**src/rtl/legv8_hazard_unit_if.sv**
```systemverilog
// legv8_hazard_unit_if: ID-stage inputs, branch resolution and pipeline
// control outputs of the LEGv8 hazard unit.
// The pipeline side uses the master modport and the hazard unit uses the slave modport.
interface legv8_hazard_unit_if #(
  parameter int REG_ADDR_W  = 5,
  parameter int STALL_CNT_W = 16
);
  logic                   id_valid;
  logic [REG_ADDR_W-1:0]  id_rs1;
  logic [REG_ADDR_W-1:0]  id_rs2;
  logic                   id_use_rs1;
  logic                   id_use_rs2;
  logic [REG_ADDR_W-1:0]  id_rd;
  logic                   id_regwrite;
  logic                   id_memread;
  logic                   br_taken;
  logic                   pc_stall;
  logic                   ifid_stall;
  logic                   ifid_flush;
  logic                   idex_bubble;
  logic                   ex_kill;
  logic [1:0]             fwd_a;
  logic [1:0]             fwd_b;
  logic [STALL_CNT_W-1:0] stall_cycles;

  modport master (
    output id_valid, id_rs1, id_rs2, id_use_rs1, id_use_rs2, id_rd,
           id_regwrite, id_memread, br_taken,
    input  pc_stall, ifid_stall, ifid_flush, idex_bubble, ex_kill,
           fwd_a, fwd_b, stall_cycles
  );

  modport slave (
    input  id_valid, id_rs1, id_rs2, id_use_rs1, id_use_rs2, id_rd,
           id_regwrite, id_memread, br_taken,
    output pc_stall, ifid_stall, ifid_flush, idex_bubble, ex_kill,
           fwd_a, fwd_b, stall_cycles
  );
endinterface

```
**src/rtl/legv8_hazard_unit.sv**
```systemverilog
// legv8_hazard_unit: stall, bubble, flush and forwarding control for the
// LEGv8 five-stage pipeline. The unit keeps shadow copies of the EX, MEM and WB
// instructions. All control outputs are combinational from that shadow state
// and the ID inputs.
// Optional feature macro HAZARD_FWD_EN: when it is defined, EX-stage forwarding
// is active and only a load-use stalls. When it is undefined, fwd_a/fwd_b are
// 00 and any dependency stalls until the producer has left WB.
module legv8_hazard_unit #(
  parameter int REG_ADDR_W   = 5,
  parameter int ZERO_REG     = 31,
  parameter int BRANCH_STAGE = 2,
  parameter int STALL_CNT_W  = 16
) (
  input logic                clk,
  input logic                reset,
  legv8_hazard_unit_if.slave hz
);

  typedef struct packed {
    logic                  v;
    logic [REG_ADDR_W-1:0] rs1;
    logic [REG_ADDR_W-1:0] rs2;
    logic                  use1;
    logic                  use2;
    logic [REG_ADDR_W-1:0] rd;
    logic                  rw;
    logic                  mr;
  } shadow_t;

  localparam logic [REG_ADDR_W-1:0] ZERO_IDX = REG_ADDR_W'(ZERO_REG);

  shadow_t                s_ex_q, s_ex_d;
  shadow_t                s_mem_q, s_mem_d;
  shadow_t                s_wb_q, s_wb_d;
  logic [STALL_CNT_W-1:0] stall_cnt_q, stall_cnt_d;
  logic                   stall_s;
  logic                   flush_s;
  logic                   pc_stall_s;
  logic                   bubble_s;
  logic                   ex_kill_s;
  logic [1:0]             fwd_a_s;
  logic [1:0]             fwd_b_s;
  logic                   unused_shadow_s;

  // A writer whose destination is XZR never creates a dependency.
  function automatic logic live_writer(input shadow_t s);
    return s.v & s.rw & (s.rd != ZERO_IDX);
  endfunction

  // The ID instruction reads a register that the shadow stage s is about to write.
  function automatic logic id_hit(input shadow_t s, input logic id_v,
                                  input logic [REG_ADDR_W-1:0] rs1,
                                  input logic [REG_ADDR_W-1:0] rs2,
                                  input logic u1, input logic u2);
    return id_v & live_writer(s) & ((u1 & (rs1 == s.rd)) | (u2 & (rs2 == s.rd)));
  endfunction

`ifdef HAZARD_FWD_EN
  // Operand select for the EX consumer. MEM is checked first so the newest producer wins.
  function automatic logic [1:0] fwd_sel(input logic cons_v,
                                         input logic [REG_ADDR_W-1:0] src,
                                         input logic used,
                                         input shadow_t mem_s, input shadow_t wb_s);
    logic [1:0] sel;
    if (cons_v & used & live_writer(mem_s) & (mem_s.rd == src)) begin
      sel = 2'b01;
    end else if (cons_v & used & live_writer(wb_s) & (wb_s.rd == src)) begin
      sel = 2'b10;
    end else begin
      sel = 2'b00;
    end
    return sel;
  endfunction
`endif

  // Hazard detection, branch flush and forwarding selects. A flush overrides a stall.
  always_comb begin
    stall_s   = 1'b0;
    flush_s   = 1'b0;
    ex_kill_s = 1'b0;
    fwd_a_s   = 2'b00;
    fwd_b_s   = 2'b00;
`ifdef HAZARD_FWD_EN
    stall_s = s_ex_q.mr & id_hit(s_ex_q, hz.id_valid, hz.id_rs1, hz.id_rs2,
                                 hz.id_use_rs1, hz.id_use_rs2);
    fwd_a_s = fwd_sel(s_ex_q.v, s_ex_q.rs1, s_ex_q.use1, s_mem_q, s_wb_q);
    fwd_b_s = fwd_sel(s_ex_q.v, s_ex_q.rs2, s_ex_q.use2, s_mem_q, s_wb_q);
`else
    stall_s = id_hit(s_ex_q,  hz.id_valid, hz.id_rs1, hz.id_rs2, hz.id_use_rs1, hz.id_use_rs2)
            | id_hit(s_mem_q, hz.id_valid, hz.id_rs1, hz.id_rs2, hz.id_use_rs1, hz.id_use_rs2)
            | id_hit(s_wb_q,  hz.id_valid, hz.id_rs1, hz.id_rs2, hz.id_use_rs1, hz.id_use_rs2);
`endif
    if (BRANCH_STAGE == 1) begin
      flush_s   = hz.br_taken & s_ex_q.v;
      ex_kill_s = 1'b0;
    end else begin
      flush_s   = hz.br_taken & s_mem_q.v;
      ex_kill_s = flush_s;
    end
    pc_stall_s = stall_s & ~flush_s;
    bubble_s   = stall_s | flush_s;
  end

  // Shadow pipeline advance and saturating stall counter next state.
  always_comb begin
    s_wb_d  = s_mem_q;
    s_mem_d = s_ex_q;
    s_ex_d  = '0;
    if (ex_kill_s) begin
      s_mem_d.v = 1'b0;
    end else begin
      s_mem_d.v = s_ex_q.v;
    end
    if (bubble_s) begin
      s_ex_d = '0;
    end else begin
      s_ex_d.v    = hz.id_valid;
      s_ex_d.rs1  = hz.id_rs1;
      s_ex_d.rs2  = hz.id_rs2;
      s_ex_d.use1 = hz.id_use_rs1;
      s_ex_d.use2 = hz.id_use_rs2;
      s_ex_d.rd   = hz.id_rd;
      s_ex_d.rw   = hz.id_regwrite;
      s_ex_d.mr   = hz.id_memread;
    end
    if (pc_stall_s & ~(&stall_cnt_q)) begin
      stall_cnt_d = stall_cnt_q + STALL_CNT_W'(1);
    end else begin
      stall_cnt_d = stall_cnt_q;
    end
  end

  // Shadow stages and counter. Asynchronous reset empties the pipeline view.
  always_ff @(posedge clk or negedge reset) begin
    if (!reset) begin
      s_ex_q      <= '0;
      s_mem_q     <= '0;
      s_wb_q      <= '0;
      stall_cnt_q <= '0;
    end else begin
      s_ex_q      <= s_ex_d;
      s_mem_q     <= s_mem_d;
      s_wb_q      <= s_wb_d;
      stall_cnt_q <= stall_cnt_d;
    end
  end

  assign hz.pc_stall     = pc_stall_s;
  assign hz.ifid_stall   = pc_stall_s;
  assign hz.ifid_flush   = flush_s;
  assign hz.idex_bubble  = bubble_s;
  assign hz.ex_kill      = ex_kill_s;
  assign hz.fwd_a        = fwd_a_s;
  assign hz.fwd_b        = fwd_b_s;
  assign hz.stall_cycles = stall_cnt_q;

  // Not every shadow field is consulted in every build.
  assign unused_shadow_s = ^{s_ex_q, s_mem_q, s_wb_q};

endmodule

```
**src/flat_wrapper.sv**
```systemverilog
// flat-port wrapper written by rule: the top's interface ports become plain ports
module legv8_hazard_unit_flat 
#(
  parameter int REG_ADDR_W   = 5,
  parameter int ZERO_REG     = 31,
  parameter int BRANCH_STAGE = 2,
  parameter int STALL_CNT_W  = 16
)
  (clk, reset, hz_id_valid, hz_id_rs1, hz_id_rs2, hz_id_use_rs1, hz_id_use_rs2, hz_id_rd, hz_id_regwrite, hz_id_memread, hz_br_taken, hz_pc_stall, hz_ifid_stall, hz_ifid_flush, hz_idex_bubble, hz_ex_kill, hz_fwd_a, hz_fwd_b, hz_stall_cycles);
  legv8_hazard_unit_if #(.REG_ADDR_W(REG_ADDR_W), .STALL_CNT_W(STALL_CNT_W)) hz_i ();
  input logic clk;
  input logic reset;
  input wire logic [$bits(hz_i.id_valid)-1:0] hz_id_valid;
  input wire logic [$bits(hz_i.id_rs1)-1:0] hz_id_rs1;
  input wire logic [$bits(hz_i.id_rs2)-1:0] hz_id_rs2;
  input wire logic [$bits(hz_i.id_use_rs1)-1:0] hz_id_use_rs1;
  input wire logic [$bits(hz_i.id_use_rs2)-1:0] hz_id_use_rs2;
  input wire logic [$bits(hz_i.id_rd)-1:0] hz_id_rd;
  input wire logic [$bits(hz_i.id_regwrite)-1:0] hz_id_regwrite;
  input wire logic [$bits(hz_i.id_memread)-1:0] hz_id_memread;
  input wire logic [$bits(hz_i.br_taken)-1:0] hz_br_taken;
  output wire logic [$bits(hz_i.pc_stall)-1:0] hz_pc_stall;
  output wire logic [$bits(hz_i.ifid_stall)-1:0] hz_ifid_stall;
  output wire logic [$bits(hz_i.ifid_flush)-1:0] hz_ifid_flush;
  output wire logic [$bits(hz_i.idex_bubble)-1:0] hz_idex_bubble;
  output wire logic [$bits(hz_i.ex_kill)-1:0] hz_ex_kill;
  output wire logic [$bits(hz_i.fwd_a)-1:0] hz_fwd_a;
  output wire logic [$bits(hz_i.fwd_b)-1:0] hz_fwd_b;
  output wire logic [$bits(hz_i.stall_cycles)-1:0] hz_stall_cycles;
  assign hz_i.id_valid = hz_id_valid;
  assign hz_i.id_rs1 = hz_id_rs1;
  assign hz_i.id_rs2 = hz_id_rs2;
  assign hz_i.id_use_rs1 = hz_id_use_rs1;
  assign hz_i.id_use_rs2 = hz_id_use_rs2;
  assign hz_i.id_rd = hz_id_rd;
  assign hz_i.id_regwrite = hz_id_regwrite;
  assign hz_i.id_memread = hz_id_memread;
  assign hz_i.br_taken = hz_br_taken;
  assign hz_pc_stall = hz_i.pc_stall;
  assign hz_ifid_stall = hz_i.ifid_stall;
  assign hz_ifid_flush = hz_i.ifid_flush;
  assign hz_idex_bubble = hz_i.idex_bubble;
  assign hz_ex_kill = hz_i.ex_kill;
  assign hz_fwd_a = hz_i.fwd_a;
  assign hz_fwd_b = hz_i.fwd_b;
  assign hz_stall_cycles = hz_i.stall_cycles;
  legv8_hazard_unit #(.REG_ADDR_W(REG_ADDR_W), .ZERO_REG(ZERO_REG), .BRANCH_STAGE(BRANCH_STAGE), .STALL_CNT_W(STALL_CNT_W)) u_core (.clk(clk), .reset(reset), .hz(hz_i));
endmodule
```
**config.mk**
```make
export PLATFORM = sky130hd
export DESIGN_NAME = legv8_hazard_unit_flat
export DESIGN_NICKNAME = d
export VERILOG_FILES = /design/src/rtl/legv8_hazard_unit_if.sv /design/src/rtl/legv8_hazard_unit.sv /design/src/flat_wrapper.sv
export SDC_FILE = /design/constraint.sdc
export NUM_CORES = 1
export LEC_CHECK = 0
export ABC_CLOCK_PERIOD_IN_PS = 2600
export BUFFER_PORTS_ARGS = -buffer_cell sky130_fd_sc_hd__buf_2
export CAP_MARGIN = 0
export CORE_MARGIN = 3
export CORE_UTILIZATION = 25
export DETAILED_ROUTE_END_ITERATION = 8
export HOLD_SLACK_MARGIN = 0.05
export SLEW_MARGIN = 10
export SYNTH_ARGS = -nofsm -noshare
export SYNTH_HDL_FRONTEND = slang
export SYNTH_SLANG_ARGS = --single-unit
export TNS_END_PERCENT = 10
```
**constraint.sdc**
```tcl
create_clock -name clk -period 2.6 [get_ports clk]
set_clock_uncertainty 0.2 [all_clocks]
set_input_delay 0.52 -clock clk [delete_from_list [all_inputs] [get_ports clk]]
set_output_delay 0.52 -clock clk [all_outputs]
set_load 0.05 [all_outputs]
```
==> results of run 1 <==
==> cells by family (layout without fill, tap and decap cells) <==
kind of cell | Yosys count | after routing | synth area share [%]
DFF | 37 | 37 | 49.9
other | 1 | 4 | 0.202
muxes | 2 | 2 | 1.21
adders and majority gates | 1 | 1 | 0.674
buffers and inverters | 16 | 61 | 4.85
and+or+nand+nor | 65 | 65 | 17.8
xor gates and xnor gates | 44 | 44 | 20.8
AOI/OAI and AO/OA | 10 | 10 | 4.58
==> what timing repair did <==
item / 4_1_cts / 5_1_grt
endpoints found under the setup margin: 3 / 3
resized for setup: 1 / 13
setup buffers: 0 / 0
hold endpoints to repair: 0 / 0
gates cloned: 0 / 0
pin swaps: 0 / 3
==> routing by layer <==
metal  vias up  wire (um)
met3         5        119
li1        670          -
met1       612       1770
met5         -          0
met2        24       2020
met4         0         46
==> area by class of cell <==
type / count / share of cell area (%)
flip-flops and latches: 37 / 39.3
inverters: 9 / 1.43
clock inverters: 3 / 2.76
clock buffers: 5 / 2.92
repair buffers: 44 / 10.9
multi-input cells: 126 / 37.6
well taps: 96 / 5.10
==> sequential cells by signal, summed over array words and instances, names as in the netlist <==
name                    count
u_core.s_mem_q              7
u_core.s_ex_q               7
u_core.hz.stall_cycles     16
u_core.s_wb_q               7
==> through the flow <==
step | utilization (%) | hold WS [ns] | total power [W]
after floorplan | - | 0.0244 | 0.000793
after global routing | 33.7 | 0.170 | 0.00151
final | 33.7 | 0.104 | 0.00144
after global placement | 31.1 | 0.163 | 0.000856
after CTS | 33.0 | 0.144 | 0.00145
after detailed placement | 31.1 | 0.162 | 0.000862
==> synthesized netlist by cell type (2+ instances only) <==
cell | count | share of area, %
xnor2_1 | 43 | 20
dfrtp_1 | 37 | 50
buf_4 | 6 | 2.4
inv_1 | 9 | 1.8
mux2_2 | 2 | 1.2
o22ai_1 | 2 | 0.67
nand3_1 | 9 | 2.4
nand3_2 | 3 | 1.6
a31oi_1 | 2 | 0.67
nor3_1 | 3 | 0.81
and3_1 | 5 | 1.7
and2_1 | 3 | 1.0
nand2_1 | 21 | 4.2
nor2_1 | 10 | 2.0
nand4_1 | 10 | 3.4
==> how the worst max path moves through the flow <==
stage                                end              from  slack [ns]  depth (start not counted)
after global routing         hz_pc_stall  u_core.s_wb_q[6]        0.02                          6
after CTS                  hz_ifid_stall  u_core.s_ex_q[6]       -0.05                          6
after detailed placement  hz_idex_bubble      hz_id_rs2[1]        0.03                          7
after floorplan              hz_pc_stall      hz_id_rs2[1]        0.08                          6
final                        hz_pc_stall  u_core.s_wb_q[3]        0.15                          6
after global placement     hz_ifid_stall      hz_id_rs2[4]        0.11                          7
==> power groups by stage <==
stage	sequential [W]	clock (W)	combinational, W
final	0.000646	0.000586	0.000208
after global routing	0.000652	0.000627	0.000229
after CTS	0.000647	0.000597	0.000205
after detailed placement	0.000658	0	0.000204
after global placement	0.000657	0	0.000199
after floorplan	0.000677	0	0.000116
==> flow_metrics.tcl, run 1 <==
set metrics [dict create \
    status "finished clean" \
    die_w_um 92.2 \
    cts_hold_buf 0 \
    r2r-start "u_core.s_ex_q[6]" \
    multi_input_area_um2 886 \
    root_buffer "clkbuf_8" \
    yosysUniqueCellTypes 26 \
    fp-row-count 30 \
    required_ns 1.88 \
    period_share_pct 94.1 \
    cts_tree "yes" \
    timing.fmax_mhz 409 \
    seq_power_share_pct 44.9 \
    async_flop_share_pct 100 \
    path_max_fanout 3 \
    hold_class "in2async" \
    r2r-end "u_core.hz.stall_cycles[1]" \
    fp.coreArea_mm2 0.00698 \
    place_ws_ns 0.0300 \
    vias 1311 \
    power_leakage_nw 1.07 \
    ys_ff_latch 37 \
    setup_slack_ns 0.152 \
    p_per_area_mw_per_mm2 611 \
    gp_congestion 0.869 \
    finalNetCount 247 \
    cp_cell_sequence "xnor2_2 -> nand4_1 -> o22ai_2 -> o2111ai_2 -> nand2_2 -> buf_6" \
    drc_errors 0 \
    cts_buffer_depth 2 \
    met3_usage_pct 2.46 \
    max-slew-margin-rel_pct 48.1 \
    die-area_mm2 0.00849 \
    die_h_um 92.2 \
    combPwrFrac_pct 14.4 \
    p_int_w 0.00107 \
    worst_pin_slew_ns 0.779 \
    drive_gt1_share_pct 29.9 \
    syn_area_mm2 0.00186 \
    fin_area_mm2 0.00236 \
    overflow 0 \
    grt_max_degree 38 \
    stdcell_count 320 \
    io_buffers 42 \
    setup-violations-final 0 \
    start_util_pct 26.6 \
    syn_to_final_growth_pct 27.0 \
    crit_path_top_delay_cell "dfrtp_1" \
    hpwl_um 3070 \
    first_pass_iters 4 \
    grt_util_met1_pct 12.8 \
    crit_type "reg2out" \
    numCtsBuffers 5 \
    ys_warn_count 0 \
    cpPeakStageDelay_ns 0.43 \
    final_cell_mix "xnor2_1 (42), buf_2 (39), dfrtp_1 (37), nand2_1 (20)" \
    reg2reg_depth 7 \
    p_sw_w 0.000370 \
    drtIter0Drc 69 \
    critPathBufInv 1 \
    dp_cells 312 \
    wire_per_inst_um 12.3 \
    final-hold-violation-count 0 \
    busiest_layer "met2" \
    antenna_left 0 \
    layout_commonest_cell "xnor2_1" \
    setup-tns-final_ns 0 \
    avgSynthCellArea_um2 10.5 \
    antenna_cells 0 \
    clock-sinks 37 \
    synthFlopType "dfrtp_1" \
    seq_area_um2 926 \
    worst_ep_arrival_time_ns 1.73 \
    power_frac_clock_pct 40.7 \
    antenna_found_initial 0 \
    clkTransAtPathRegs_ns 0.07 \
    swShare_pct 25.7 \
    place_area_mm2 0.00217 \
    drt-total-wl_um 3950 \
    irDropWorstVdd_mv 0.190 \
    io_pins 48 \
    clkLatencyLatePin_ns 0.29 \
    rsz0062_at_grt "false" \
    slew_violations 0 \
    fillers 740 \
    timing.reg2reg.setup_slack_ns 0.45 \
    synth_cells 176 \
    endpoint_kind "primary output" \
    grt_pass1_wl_um 6780 \
    h-tree-depth 2 \
    period_needed_ns 2.45 \
    first_global_vias 1340 \
    synth_edf_count 0 \
    cp_top_family "flip-flops" \
    use_met2_pct 16.4 \
    seq_area_frac_synth_pct 49.9 \
    track_usage_pct 10.1 \
    worst_setup_path_start_kind "flip-flop" \
    viasPerCell 4.10 \
    maxCapViolations 0 \
]
(Power assumes the default switching activity.)
==> run 2: changes to the inputs <==
--- a/config.mk
+++ b/config.mk
@@ -10,8 +10,10 @@
 export CAP_MARGIN = 0
 export CORE_MARGIN = 3
 export CORE_UTILIZATION = 25
+export CTS_BUF_LIST = sky130_fd_sc_hd__clkbuf_2
 export DETAILED_ROUTE_END_ITERATION = 8
 export HOLD_SLACK_MARGIN = 0.05
+export REMOVE_ABC_BUFFERS = 1
 export SLEW_MARGIN = 10
 export SYNTH_ARGS = -nofsm -noshare
 export SYNTH_HDL_FRONTEND = slang
==> run 2 against run 1 <==
Compared with the run above:
- non-clock buffer count is 5 higher
- combinational power is 4% higher
- cell count is 1.6% higher
- die area stayed put
- fmax is 5.6% lower
- clock power is 55% lower
- worst hold slack better by 0.018 ns
- via count is 6.0% higher
- sequential share of layout area is 0.56 points higher
- total power is 22% lower
==> flow_metrics.tcl, run 2 (synthesized netlist as in run 1, its figures left out) <==
set metrics [dict create \
    slew_violations 0 \
    io_pins 48 \
    required_ns 1.88 \
    final_cell_mix "xnor2_1 (40), buf_2 (39), dfrtp_1 (34), nand2_1 (20)" \
    r2r-start "u_core.s_ex_q[3]" \
    cts_buffer_depth 2 \
    start_util_pct 26.6 \
    h-tree-depth 2 \
    drc_errors 0 \
    hold_class "in2reg" \
    clkTransAtPathRegs_ns 0.18 \
    crit_type "reg2out" \
    grt_max_degree 38 \
    clock-sinks 37 \
    drt-total-wl_um 4120 \
    die-area_mm2 0.00849 \
    period_share_pct 99.7 \
    numCtsBuffers 5 \
    antenna_left 0 \
    cts_tree "yes" \
    fp-row-count 30 \
    timing.fmax_mhz 386 \
    gp_congestion 0.877 \
    drtIter0Drc 72 \
    cpPeakStageDelay_ns 0.48 \
    finalNetCount 252 \
    max-slew-margin-rel_pct 44.2 \
    crit_cells 6 \
    p_int_w 0.000765 \
    worst_ep_arrival_time_ns 1.87 \
    die_h_um 92.2 \
    grt_pass1_wl_um 6990 \
    worst_pin_slew_ns 0.836 \
    first_pass_iters 4 \
    crit_path_top_delay_cell "dfrtp_1" \
    p_sw_w 0.000363 \
    drive_gt1_share_pct 33.2 \
    hp-start "hz_id_rd[3]" \
    path_max_fanout 4 \
    combPwrFrac_pct 19.2 \
    hpwl_um 3080 \
    dp_cells 312 \
    clkLatencyLatePin_ns 0.38 \
    swShare_pct 32.2 \
    critPathCapture "hz_pc_stall" \
    fp.coreArea_mm2 0.00698 \
    layout_commonest_cell "xnor2_1" \
    r2r-end "u_core.hz.stall_cycles[1]" \
    power_frac_clock_pct 23.4 \
    cp_top_family "flip-flops" \
    critPathBufInv 1 \
    antenna_found_initial 0 \
    wire_per_inst_um 12.7 \
    whs_ns 0.122 \
    period_needed_ns 2.59 \
    root_buffer "clkbuf_2" \
    vias 1390 \
    fillers 754 \
    irDropWorstVdd_mv 0.130 \
    io_buffers 42 \
    first_global_vias 1430 \
    maxCapViolations 0 \
    viasPerCell 4.28 \
    syn_to_final_growth_pct 25.7 \
    setup-violations-final 0 \
    final-hold-violation-count 0 \
    startpoint "u_core.s_ex_q[3]" \
    cp_cell_sequence "xnor2_1 -> nand4_1 -> o22ai_2 -> a32oi_2 -> nand2_2 -> buf_8" \
    worst_setup_path_start_kind "flip-flop" \
    timing.reg2reg.setup_slack_ns 0.20 \
    p_per_area_mw_per_mm2 483 \
    fin_util_pct 33.4 \
    rsz0062_at_grt "true" \
    overflow 0 \
    antenna_cells 0 \
    power_leakage_nw 1.07 \
    track_usage_pct 10.5 \
    reg2reg_depth 9 \
    seq_power_share_pct 57.4 \
    die_w_um 92.2 \
    status "finished clean" \
    largest_reg_flops 16 \
    stdcell_count 325 \
    endpoint_kind "primary output" \
]
run 2: per-layer routing:
metal	global-route usage [%]	share of wire [%]
met5	0	0
met4	5.20	1.5
met3	2.21	2.6
met2	16.7	51
met1	13.4	45
run 2: how the worst min path moves through the flow:
stage	to	slack (ns)	depth (start not counted)
after detailed placement	u_core.s_wb_q[1]	0.16	0
after global placement	u_core.s_wb_q[1]	0.16	0
after floorplan	u_core.hz.stall_cycles[0]	0.02	0
after global routing	u_core.s_ex_q[5]	0.06	3
after CTS	u_core.s_ex_q[5]	0.08	3
final	u_core.s_ex_q[5]	0.12	3
run 2: area by class of cell:
class,instances,area [um^2],area share [%]
Multi-Input combinational cell,126,901,38.6
Inverter,9,33.8,1.45
Clock inverter,2,10.0,0.429
Tap cell,96,120,5.15
Sequential cell,37,930,39.9
Clock buffer,6,30.0,1.29
Timing Repair Buffer,49,308,13.2
run 2: tightest hold or removal path, stage by stage:
cell	delay, ns
buf_2	0.10
inv_1	0.04
nor2_1	0.03
run 2: power by group through the flow:
stage / Clock (W) / Combinational, W / Sequential (W)
after global routing: 0.000302 / 0.000237 / 0.000655
after CTS: 0.000278 / 0.000211 / 0.000646
final: 0.000263 / 0.000216 / 0.000647
after global placement: 0 / 0.000201 / 0.000656
after floorplan: 0 / 0.000109 / 0.000677
after detailed placement: 0 / 0.000202 / 0.000656
run 2: metrics by stage:
step | total power, W | TNS (ns) | cell area [um^2] | worst slack [ns]
after floorplan | 0.000786 | 0 | 1810 | 0.0127
after global placement | 0.000857 | 0 | 2170 | 0.118
after detailed placement | 0.000859 | 0 | 2170 | 0.0836
after CTS | 0.00113 | 0 | 2280 | 0.00604
after global routing | 0.00119 | -0.300 | 2330 | -0.126
final | 0.00113 | 0 | 2330 | 0.00766
run 2: timing repair:
item,4_1_cts,5_1_grt
hold endpoints to repair,37,0
gates resized for setup,12,8
hold buffers,1,0
pin swaps,4,11
setup endpoints to repair,3,3
buffers inserted,2,2
==> run 3: changes to the inputs <==
--- a/config.mk
+++ b/config.mk
@@ -13,6 +13,8 @@
 export CTS_BUF_LIST = sky130_fd_sc_hd__clkbuf_2
 export DETAILED_ROUTE_END_ITERATION = 8
 export HOLD_SLACK_MARGIN = 0.05
+export MAX_ROUTING_LAYER = met4
+export PLACE_DENSITY = 0.52
 export REMOVE_ABC_BUFFERS = 1
 export SLEW_MARGIN = 10
 export SYNTH_ARGS = -nofsm -noshare
==> run 3 against run 2 <==
Compared with the run above:
- core utilization shrank 0.88 points
- final area shrank 2.6%
- sequential share of layout area grew 0.91 points
- clock-buffer cell count is the same
- fmax grew 2.1%
- largest cell class unchanged
- non-clock buffer count shrank 2
- combinational power shrank 3%
- wire length shrank 3.0%
==> flow_metrics.tcl, run 3 (synthesized netlist as in run 1, its figures left out) <==
set metrics [dict create \
    status "finished clean" \
    stdcell_count 322 \
    die_h_um 92.2 \
    syn_to_final_growth_pct 22.4 \
    clkLatencyLatePin_ns 0.37 \
    track_usage_pct 10.2 \
    grt_pass1_wl_um 6730 \
    root_buffer "clkbuf_2" \
    power_leakage_nw 1.04 \
    period_share_pct 97.7 \
    h-tree-depth 2 \
    clkTransAtPathRegs_ns 0.18 \
    seq_area_um2 926 \
    wire_per_inst_um 12.4 \
    numCtsBuffers 5 \
    first_pass_iters 4 \
    fillers 770 \
    p_int_w 0.000754 \
    maxCapViolations 0 \
    worst_ep_arrival_time_ns 1.82 \
    p_total_w 0.00109 \
    layout_commonest_cell "xnor2_1" \
    drive_gt1_share_pct 28.8 \
    cts_tree "yes" \
    drtIter0Drc 16 \
    slew_violations 0 \
    largest_reg_flops 16 \
    place_area_mm2 0.00217 \
    fin_util_pct 32.5 \
    required_ns 1.88 \
    endpoint_kind "primary output" \
    die_w_um 92.2 \
    p_per_area_mw_per_mm2 480 \
    antenna_cells 0 \
    start_util_pct 26.6 \
    max-slew-margin-rel_pct 46.0 \
    vias 1345 \
    hold_class "in2reg" \
    combPwrFrac_pct 19.3 \
    finalNetCount 250 \
    gp_congestion 0.743 \
    overflow 0 \
    final_cell_mix "xnor2_1 (43), buf_2 (39), dfrtp_1 (37), nand2_1 (20)" \
    fp-row-count 30 \
    drt-total-wl_um 4000 \
    drc_errors 0 \
    setup-violations-final 0 \
    final-hold-violation-count 0 \
    p_sw_w 0.000335 \
    crit_type "reg2out" \
    multi_input_area_um2 872 \
    worst_setup_path_start_kind "flip-flop" \
    rsz0062_at_grt "true" \
    path_max_fanout 3 \
    first_global_vias 1395 \
    grt_max_degree 38 \
    fp.coreArea_mm2 0.00698 \
    swShare_pct 30.7 \
    io_pins 48 \
    clock-sinks 37 \
    cts_buffer_depth 2 \
    timing.fmax_mhz 394 \
    dp_cells 312 \
    worst_pin_slew_ns 0.810 \
    viasPerCell 4.18 \
    seq_power_share_pct 59.1 \
    antenna_left 0 \
    antenna_found_initial 0 \
    hpwl_um 3130 \
    fin_area_mm2 0.00227 \
    io_buffers 42 \
    power_frac_clock_pct 21.7 \
    period_needed_ns 2.54 \
    irDropWorstVdd_mv 0.131 \
    die-area_mm2 0.00849 \
]
[run 3: cell types whose count changed in the layout (fill, tap and decap cells not counted)]
cell,previous run,this run
dfrtp_1,34,37
dfrtp_2,3,0
xnor2_1,40,43
xnor2_2,3,0
buf_4,5,3
buf_6,0,2
buf_8,3,1
clkinv_2,2,0
clkinv_1,0,1
o22ai_1,0,1
o22ai_2,3,2
[run 3: worst max-delay path: stages, from the launching register on]
cell       delay, ns
dfrtp_1         0.45
xnor2_1         0.16
nand4_1         0.13
o22ai_2         0.21
o2111ai_2       0.18
nand2_2         0.14
buf_6           0.17
[run 3: final cells by class]
class / instances / area share [%]
inverter: 9 / 1.49
timing repair buffer: 47 / 12.6
sequential: 37 / 40.8
tap: 96 / 5.29
multi-input combinational: 126 / 38.4
clock inverter: 1 / 0.165
clock buffer: 6 / 1.32
[run 3: metrics by stage]
| stage | hold slack [ns] | TNS, ns | setup slack [ns] |
|---|---|---|---|
| after CTS | 0.134 | 0 | 0.00333 |
| after global placement | 0.164 | 0 | 0.0958 |
| after floorplan | 0.0244 | 0 | 0.0127 |
| after detailed placement | 0.171 | 0 | 0.0630 |
| final | 0.165 | 0 | 0.0610 |
| after global routing | 0.133 | -0.173 | -0.0802 |
[run 3: power by group through the flow]
stage | sequential [W] | clock [W] | combinational (W)
global placement | 0.000654 | 0 | 0.000203
detailed placement | 0.000655 | 0 | 0.000204
global route | 0.000650 | 0.000273 | 0.000232
CTS | 0.000644 | 0.000255 | 0.000212
finish | 0.000643 | 0.000236 | 0.000210
floorplan | 0.000677 | 0 | 0.000109
[run 3: metal layers]
metal / global-route usage (%) / up-vias / wire length (um) / share of wire (%)
li1: - / 678 / - / -
met1: 12.7 / 635 / 1940 / 48
met2: 16.4 / 28 / 1870 / 47
met3: 2.30 / 4 / 137 / 3.4
met4: 3.71 / 0 / 47 / 1.2
met5: - / - / 0 / 0
[run 3: repair_timing]
action | 4_1_cts | 5_1_grt
pin swaps | 3 | 4
hold buffers | 1 | 0
setup buffers | 2 | 0
endpoints found under the setup margin | 3 | 3
gates resized for setup | 10 | 1
hold endpoints to repair | 29 | 0
[run 3: worst paths after layout]
kind                                              end        startpoint  slack [ns]  depth (start not counted)
setup / recovery                          hz_pc_stall  u_core.s_wb_q[3]        0.06                          6
hold / removal                       u_core.s_ex_q[4]       hz_id_rd[2]        0.17                          3
setup reg to reg            u_core.hz.stall_cycles[1]  u_core.s_wb_q[3]        0.33                          8
hold reg to reg                     u_core.s_mem_q[1]  u_core.s_ex_q[1]        0.17                          0
max in group asynchronous            u_core.s_ex_q[3]             reset        1.10                          2
min in group asynchronous  u_core.hz.stall_cycles[11]             reset        0.56                          2
